### src/rtl/gpio_debounce.sv
// Synchronise and debounce WIDTH slide-switch inputs; per-bit clean level,
// rise/fall strobes and a write-1-to-clear sticky change flag.
module gpio_debounce #(
    parameter int WIDTH         = 16,
    parameter int SYNC_STAGES   = 2,
    parameter int STABLE_CYCLES = 500000
) (
    input  logic             clk_i,
    input  logic             arst_n_i,
    input  logic [WIDTH-1:0] raw_i,
    input  logic [WIDTH-1:0] clr_i,
    output logic [WIDTH-1:0] db_o,
    output logic [WIDTH-1:0] rise_o,
    output logic [WIDTH-1:0] fall_o,
    output logic             chg_o,
    output logic [WIDTH-1:0] sticky_o
);

    localparam int            CW   = $clog2(STABLE_CYCLES + 1);
    localparam logic [CW-1:0] TERM = CW'(STABLE_CYCLES - 1);

    logic [SYNC_STAGES-1:0][WIDTH-1:0] r_sync;
    logic [CW-1:0]                     r_cnt [WIDTH];
    logic [WIDTH-1:0]                  r_db;
    logic [WIDTH-1:0]                  r_rise;
    logic [WIDTH-1:0]                  r_fall;
    logic                              r_chg;
    logic [WIDTH-1:0]                  r_sticky;

    logic [WIDTH-1:0]                  w_sync;
    logic [WIDTH-1:0]                  w_upd;
    logic [CW-1:0]                     w_cnt_nxt [WIDTH];

    assign w_sync = r_sync[SYNC_STAGES-1];

    always_ff @(posedge clk_i or negedge arst_n_i) begin
        if (!arst_n_i) begin
            r_sync <= '0;
        end else begin
            r_sync <= {r_sync[SYNC_STAGES-2:0], raw_i};
        end
    end

    // A disagreeing sample advances the count; agreement drops any partial count.
    always_comb begin
        w_upd = '0;
        for (int i = 0; i < WIDTH; i++) begin
            w_cnt_nxt[i] = '0;
            if (w_sync[i] != r_db[i]) begin
                if (r_cnt[i] == TERM) begin
                    w_upd[i] = 1'b1;
                end else begin
                    w_cnt_nxt[i] = r_cnt[i] + CW'(1);
                end
            end
        end
    end

    always_ff @(posedge clk_i or negedge arst_n_i) begin
        if (!arst_n_i) begin
            for (int i = 0; i < WIDTH; i++) begin
                r_cnt[i] <= '0;
            end
            r_db     <= '0;
            r_rise   <= '0;
            r_fall   <= '0;
            r_chg    <= 1'b0;
            r_sticky <= '0;
        end else begin
            for (int i = 0; i < WIDTH; i++) begin
                r_cnt[i] <= w_cnt_nxt[i];
            end
            r_db     <= r_db ^ w_upd;
            r_rise   <= w_upd & w_sync;
            r_fall   <= w_upd & ~w_sync;
            r_chg    <= |w_upd;
            // A new strobe takes priority over a same-cycle clear.
            r_sticky <= (r_sticky & ~clr_i) | w_upd;
        end
    end

    assign db_o     = r_db;
    assign rise_o   = r_rise;
    assign fall_o   = r_fall;
    assign chg_o    = r_chg;
    assign sticky_o = r_sticky;

endmodule
### config.mk
export PLATFORM = sky130hd
export DESIGN_NAME = gpio_debounce
export DESIGN_NICKNAME = d
export VERILOG_FILES = /design/src/rtl/gpio_debounce.sv
export SDC_FILE = /design/constraint.sdc
export NUM_CORES = 1
export LEC_CHECK = 0
export CAP_MARGIN = 0
export CORE_UTILIZATION = 60
export CTS_CLUSTER_DIAMETER = 40
export DETAILED_ROUTE_END_ITERATION = 6
export HOLD_SLACK_MARGIN = 0.08
export PLACE_DENSITY = 0.91
export SLEW_MARGIN = 30
export SYNTH_ARGS = -nofsm -noshare
export SYNTH_HDL_FRONTEND = slang
export SYNTH_SLANG_ARGS = --single-unit
export TNS_END_PERCENT = 5
### constraint.sdc
create_clock -name clk_i -period 5.64 [get_ports clk_i]
set_input_delay 0.846 -clock clk_i [delete_from_list [all_inputs] [get_ports clk_i]]
set_output_delay 0.846 -clock clk_i [all_outputs]
set_load 0.01 [all_outputs]
After elaboration in Yosys (flattened, before gate mapping)
Index checks and enable logic that the tools add are counted.
- reduce and logical (&&, ||, !) cells: 1
- add/sub/neg operators: 16
- bitwise logic cells: 7
- equality and inequality tests: 32
- multiplexer cells: 64
- operator list (kind ; number):
    $mux W19 ; 32
    $add A19 B1 Y19 const B ; 16
    $eq A19 B19 Y1 const B ; 16
    $and A16 B16 Y16 ; 3
    $mux W1 ; 32
    $not A16 Y16 ; 2
    $ne A1 B1 Y1 ; 16
    $or A16 B16 Y16 ; 1
    $reduce_or A16 Y1 ; 1
    $xor A16 B16 Y16 ; 1
- output and inout bits: 65
- input port bits: 34
- bits in registers: 401
- logic and storage cells: 143

Depth between registers and ports, before layout
Gate-level depths: netlist of the first run.
- word-level depth: 4
- mapped depth: 9
- gate-level depth less buffers: 7

Worst setup path before layout of the first run
No wires, ideal clock.
- path kind: reg-to-reg
- start point: register r_cnt[76] in the netlist's numbering
- end point: register r_cnt[92] in the netlist's numbering
- cell stages (with the launch flop): 9
- library setup time: 119 ps
- path buffers: 2
- data arrival time: 2079 ps
- setup slack: 3442 ps
- clock period less this slack: 2198 ps
- required time: 5521 ps
- cell sequence: dfrtp_1 ha_1 nand4_1 or4_1 or4_1 clkbuf_2 nand2_2 buf_6 nor2_1
- RTL lines (what ; RTL line ; source):
    from (decl) ; 23 ; logic [CW-1:0] r_cnt [WIDTH];
    from (signal, indexed assignment) ; 71 ; r_cnt[i] <= w_cnt_nxt[i];

==> flow_metrics.tcl, run 1 <==
set metrics [dict create \
    synth-edff-count 0 \
    synthesis.nets 1739 \
    start_util 0.613 \
    max-cap-violations 0 \
    cts-root-buf "clkbuf_16" \
    place_hpwl_um 22300 \
    grt_use_total 0.246 \
    gp_congestion 0.853 \
    outcome "complete, no violations" \
    ys_ff_latch 401 \
    syn_avg_cell_area_um2 10.4 \
    cts_max_level 2 \
    synth_cell_types 43 \
    wl_per_cell_um 16.2 \
    yosys_most_used_dff "dfrtp_1" \
    finish.net_count 1856 \
    synth_area_leader_cell "dfrtp_1" \
    syn2layout_area_growth_pct 17.5 \
    slowest_stage "or4_1" \
    tns_ns 0 \
    synth_top_area_frac 0.569 \
    fin_skew_ns 0.0226 \
    ys_top_cells_by_area "dfrtp_1 57%, xor2_1 9.5%, nor2_1 7.3%, xnor2_1 4.5%, nand3_1 3.0%" \
    worstMarginPinSlew_ns 0.730 \
    fin_crit_ns 2.58 \
    slew_headroom 0.513 \
    via_count 12600 \
    clock-sinks 401 \
    power.switching_w 0.00147 \
    cts_buffer_depth 3 \
    syn_area_um2 17600 \
    fp-row-count 62 \
    setup_viol 0 \
    antenna_found_initial 1 \
    cts_resized 0 \
    drtIter0Drc 968 \
    drv_slew 0 \
    swShare 0.231 \
    cts-hold-fix-buffers 0 \
    synthesis.instances 1689 \
    crit_path_max_fanout 18 \
    worstHoldPathType "input port to asynchronous set/reset pin" \
    cp-start-kind "flop" \
    synth-async-reset-ratio 1.00 \
    avgViaCountPerCell 5.64 \
    nFillCells 1849 \
    drt_pre_antenna_iters 5 \
    drive_gt1_frac 0.0633 \
    crit_top_cell "or4_1" \
    synth_warnings 0 \
    antenna_cells 0 \
    clk_pin_slew_ns 0.06 \
    critical_path_class "flop to flop" \
    final_antenna_net_count 0 \
    routed_wl_um 36100 \
    remaining_drc_errors 0 \
    fin_hold_ws_ns 0.170 \
    finalCritPeriodShare 0.457 \
    port-buffer-count 98 \
    die_height_um 173 \
    crit_chain "ha_1 > nand4_1 > or4_1 > or4_1 > nand2_2 > nor2_1" \
    grt_pass1_wl_um 61900 \
    required_ns 6.05 \
    clkPwrFrac 0.507 \
    ir_worst_vdd_mv 0.224 \
    cts_inserted_buffers 50 \
    dieArea_um2 30100 \
    rsz0062_at_grt "false" \
    die_w_um 173 \
    post_cts_buffers 0 \
    critPathCaptureType "flop" \
    max_freq_mhz 388 \
    grt_overflow 0 \
    crit_arrival_ns 2.99 \
    yosysSeqAreaShare 0.569 \
    cts_tree "done" \
    critPathMaxStageDelay_ns 0.69 \
    p_int_w 0.00490 \
    grt_max_degree 140 \
    seq_power_share 0.464 \
    grt_pass1_vias 13000 \
    comb_power_share 0.029 \
    power_density_nw_per_um2 307 \
    p_leak_nw 9.08 \
    core-area_um2 28800 \
    worstSkewPairLatency_ns 0.56 \
    ios 99 \
    hold_viol_final 0 \
]
-- registers in the layout, indices dropped and copies added (netlist names), named ones only --
name / cells
rise_o: 16
fall_o: 16
r_sync: 16
chg_o: 1
r_cnt: 304
sticky_o: 16
w_sync: 16
-- cell usage in the layout, fill, tap and decap left out, drive strengths merged, types with 11 or more instances in the layout --
cell           synthesis  layout
nor4b                 14      14
ha                    16      16
o22ai                 14      14
mux2                  15      15
nand3                106     106
xor2                 191     191
o21ai                 14      14
clkinv                 0      13
nand2b                11      11
nor2                 341     341
xnor2                 90      90
inv                   40      53
nand2                128     128
nor4                  15      15
dfrtp                401     401
nor3                  28      28
clkbuf                24      60
or3                   14      14
and3                  46      46
clkdlybuf4s50          0      97
nand4                 69      69
nor3b                 35      35
and4                  22      22
-- through the flow --
| step | cells | utilization | total power, W | setup slack (ns) | cell area [µm²] |
|---|---|---|---|---|---|
| 2_1_floorplan | 1689 | - | 0.00308 | 3.44 | 17600 |
| 3_3_place_gp | 2137 | 0.660 | 0.00317 | 3.30 | 19000 |
| 3_5_place_dp | 2137 | 0.660 | 0.00319 | 3.17 | 19000 |
| 4_1_cts | 2230 | 0.720 | 0.00642 | 3.08 | 20700 |
| 5_1_grt | 2231 | 0.721 | 0.00657 | 2.91 | 20700 |
| 6_report | 2231 | 0.721 | 0.00637 | 3.06 | 20700 |
-- cell type report --
class | count | area [µm²] | area share
sequential | 401 | 10000 | 0.484
multi-input combinational | 1212 | 7300 | 0.352
clock buffer | 60 | 1370 | 0.0661
timing repair buffer | 101 | 1050 | 0.0508
tap | 384 | 480 | 0.0232
clock inverter | 33 | 353 | 0.0170
inverter | 40 | 150 | 0.00724
-- critical path, delay by kind of cell, from the launching register on --
| family | cells | cell delay [ns] |
|---|---|---|
| simple gates | 5 | 1.81 |
| fa+ha+maj | 1 | 0.25 |
| flops | 1 | 0.38 |
-- cells in the mapped netlist (all sizes together), types with 2 or more instances --
library cell / count
a21oi: 8
and2: 7
and3: 46
and4: 22
buf: 12
clkbuf: 24
dfrtp: 401
ha: 16
inv: 40
mux2: 15
nand2: 128
nand2b: 11
nand3: 106
nand3b: 2
nand4: 69
nand4b: 4
nor2: 341
nor3: 28
nor3b: 35
nor4: 15
nor4b: 14
nor4bb: 2
o21ai: 14
o22ai: 14
or2: 3
or3: 14
or4: 8
or4b: 3
xnor2: 90
xor2: 191
-- final timing paths --
| kind | from | to | slack [ns] | cells after the start |
|---|---|---|---|---|
| max | r_cnt[76]$_DFF_PN0_ | r_cnt[86]$_DFF_PN0_ | 3.06 | 6 |
| max reg2reg | r_cnt[76]$_DFF_PN0_ | r_cnt[86]$_DFF_PN0_ | 3.06 | 6 |
| min in group clk_i | r_sync[3]$_DFF_PN0_ | w_sync[3]$_DFF_PN0_ | 0.35 | 0 |
| max in group asynchronous | arst_n_i | r_cnt[297]$_DFF_PN0_ | 4.44 | 2 |
| min reg2reg | r_sync[3]$_DFF_PN0_ | w_sync[3]$_DFF_PN0_ | 0.35 | 0 |
| min | arst_n_i | rise_o[6]$_DFF_PN0_ | 0.17 | 1 |
-- logic make-up after synthesis --
| group | count (synthesis) | synth area share |
|---|---|---|
| AOI/OAI and AO/OA | 39 | 0.0130 |
| xor gates and xnor gates | 281 | 0.139 |
| adders and majority gates | 16 | 0.0113 |
| buffers and inverters | 76 | 0.0178 |
| DFF | 401 | 0.569 |
| muxes | 15 | 0.00957 |
| and+or+nand+nor | 861 | 0.240 |
-- metal layers --
metal / track usage / vias to the layer above / wire length (µm)
li1: - / 5938 / -
met1: 0.325 / 6239 / 15400
met2: 0.421 / 309 / 18200
met3: 0.0340 / 92 / 1420
met4: 0.0822 / 2 / 1050
met5: 0 / - / 13
-- power by group through the flow --
stage	Sequential [W]	Clock, W	Combinational [W]
after floorplan	0.00300	0	0.0000824
after global placement	0.00300	0	0.000175
after detailed placement	0.00300	0	0.000181
after CTS	0.00295	0.00328	0.000187
after global routing	0.00296	0.00340	0.000212
final	0.00295	0.00323	0.000184
(Power assumes the default switching activity.)
==> run 2, diff against run 1 <==
--- a/config.mk
+++ b/config.mk
@@ -6,11 +6,11 @@
 export NUM_CORES = 1
 export LEC_CHECK = 0
 export CAP_MARGIN = 0
-export CORE_UTILIZATION = 60
+export CORE_UTILIZATION = 54
 export CTS_CLUSTER_DIAMETER = 40
 export DETAILED_ROUTE_END_ITERATION = 6
 export HOLD_SLACK_MARGIN = 0.08
-export PLACE_DENSITY = 0.91
+export PLACE_DENSITY = 0.87
 export SLEW_MARGIN = 30
 export SYNTH_ARGS = -nofsm -noshare
 export SYNTH_HDL_FRONTEND = slang
==> constraint.sdc (replaced) <==
create_clock -name clk_i -period 2.2 [get_ports clk_i]
set_input_delay 0.33 -clock clk_i [delete_from_list [all_inputs] [get_ports clk_i]]
set_output_delay 0.33 -clock clk_i [all_outputs]
set_load 0.01 [all_outputs]
==> flow_metrics.tcl, run 2 (synthesis results as in run 1) <==
set metrics [dict create \
    cts_buffer_depth 3 \
    start_util 0.554 \
    p_int_w 0.0129 \
    max-cap-violations 0 \
    grt_pass1_wl_um 64200 \
    grt_util_met3 0.0330 \
    dieArea_um2 33400 \
    dp.cells 2279 \
    antenna_found_initial 0 \
    top_usage_layer "met2" \
    regMostFlops "r_cnt" \
    worstSkewPairLatency_ns 0.55 \
    avgViaCountPerCell 5.49 \
    die_w_um 183 \
    largest_register_ffs 304 \
    grt_use_total 0.233 \
    drtIter0Drc 1038 \
    finish.net_count 1961 \
    use_met2 0.397 \
    crit_path_max_fanout 4 \
    worstHoldPathCells 1 \
    via_count 13100 \
    fp-row-count 65 \
    use_met1 0.307 \
    critical_path_class "flop to flop" \
    slew_headroom 0.527 \
    cts_max_level 2 \
    finalCritPeriodShare 0.988 \
    place_hpwl_um 24400 \
    port-buffer-count 98 \
    die_height_um 183 \
    ios 99 \
    setup_ws_ns 0.0254 \
    grt_max_degree 60 \
    final_cells 2386 \
    routed_wl_um 38100 \
    final_common_cell "dfrtp_1" \
    hold_viol_final 0 \
    gp_congestion 0.870 \
    core-area_um2 31900 \
    ir_worst_vdd_mv 0.616 \
    grt_pass1_vias 13400 \
    p_leak_nw 9.64 \
    syn2layout_area_growth_pct 23.9 \
    wl_per_cell_um 16.0 \
    power.switching_w 0.00385 \
    final_cell_mix "401 x dfrtp_1, 341 x nor2_1, 191 x xor2_1" \
    required_ns 2.64 \
    cts_inserted_buffers 50 \
    cts-root-buf "clkbuf_16" \
    setup_viol 0 \
    drive_gt1_frac 0.123 \
    comb_power_share 0.036 \
    place_ws_ns -0.0998 \
    outcome "complete, no violations" \
    remaining_drc_errors 0 \
    rsz0062_at_grt "true" \
    antenna_cells 0 \
    worstMarginPinSlew_ns 0.703 \
    crit_arrival_ns 2.62 \
    nFillCells 2169 \
    worstHoldPathType "input port to flop" \
    cp-start-kind "flop" \
    tns_ns 0 \
    cts_tree "done" \
    clock-sinks 401 \
    fin_skew_ns 0.0215 \
    swShare 0.229 \
    drv_slew 0 \
    fin_crit_ns 2.17 \
    drt_pre_antenna_iters 5 \
    power_density_nw_per_um2 768 \
    seq_power_share 0.451 \
    clk_pin_slew_ns 0.06 \
    critPathCaptureType "flop" \
    max_freq_mhz 460 \
    final_antenna_net_count 0 \
    grt_overflow 0 \
    reg2reg_depth 4 \
    clkPwrFrac 0.513 \
]
## run 2: changes by cell type in the layout (fill, tap and decap cells not counted), moves of 5 or more
cell,change
buf_4,+95
buf_12,+10
clkinv_2,-6
ha_1,-5
ha_2,+5
## run 2: worst max-delay path, cell delays in order, from the launching register on
cell and delay [ns]:
dfrtp_1 0.40, or4b_2 0.65, or4_4 0.59, buf_4 0.17
mux2_2 0.25
## run 2: area by class of cell
type                            count  area, µm²  area share
Tap cell                          435        544      0.0249
Sequential cell                   401      10000       0.459
Clock inverter                     34        450      0.0206
Multi-Input combinational cell   1212       7390       0.338
Inverter                           40        150     0.00687
Timing Repair Buffer              206       1950      0.0892
Clock buffer                       58       1340      0.0614
## run 2: layer usage
layer,up-vias,part of all wire
met2,338,0.50
met3,97,0.040
met5,-,0
met4,0,0.028
met1,6520,0.43
li1,6153,-
## run 2: power groups by stage
stage | logic, W | clock network [W] | registers (W)
detailed placement | 0.000584 | 0 | 0.00770
CTS | 0.000597 | 0.00878 | 0.00757
global route | 0.000678 | 0.00911 | 0.00757
finish | 0.000601 | 0.00862 | 0.00757
global placement | 0.000560 | 0 | 0.00769
floorplan | 0.000211 | 0 | 0.00768
## run 2: worst paths after layout
path	startpoint	to	slack, ns
worst max-delay path	r_cnt[87]$_DFF_PN0_	flop	0.03
worst min-delay path	raw_i[7]	r_sync[7]$_DFF_PN0_	0.21
worst max register to register	r_cnt[87]$_DFF_PN0_	flop	0.03
worst min register to register	r_sync[4]$_DFF_PN0_	w_sync[4]$_DFF_PN0_	0.34
max in group asynchronous	arst_n_i	fall_o[6]$_DFF_PN0_	1.15
min in group asynchronous	arst_n_i	r_sync[11]$_DFF_PN0_	0.32
## run 2: per-stage QoR
step	hold slack (ns)	utilization	total power (W)	area [µm²]
5_1_grt	0.198	0.686	0.0174	21900
6_report	0.211	0.686	0.0168	21900
3_3_place_gp	0.303	0.623	0.00825	19900
2_1_floorplan	0.0344	-	0.00789	17600
3_5_place_dp	0.307	0.623	0.00828	19900
4_1_cts	0.191	0.680	0.0169	21700
## run 2: what timing repair did
action,in CTS,in global routing
setup buffers,0,14
hold buffers,1,0
pin swaps,2,9
gates cloned,0,0
endpoints found under the hold margin,49,0
setup endpoints to repair,9,52
gates resized for setup,5,15
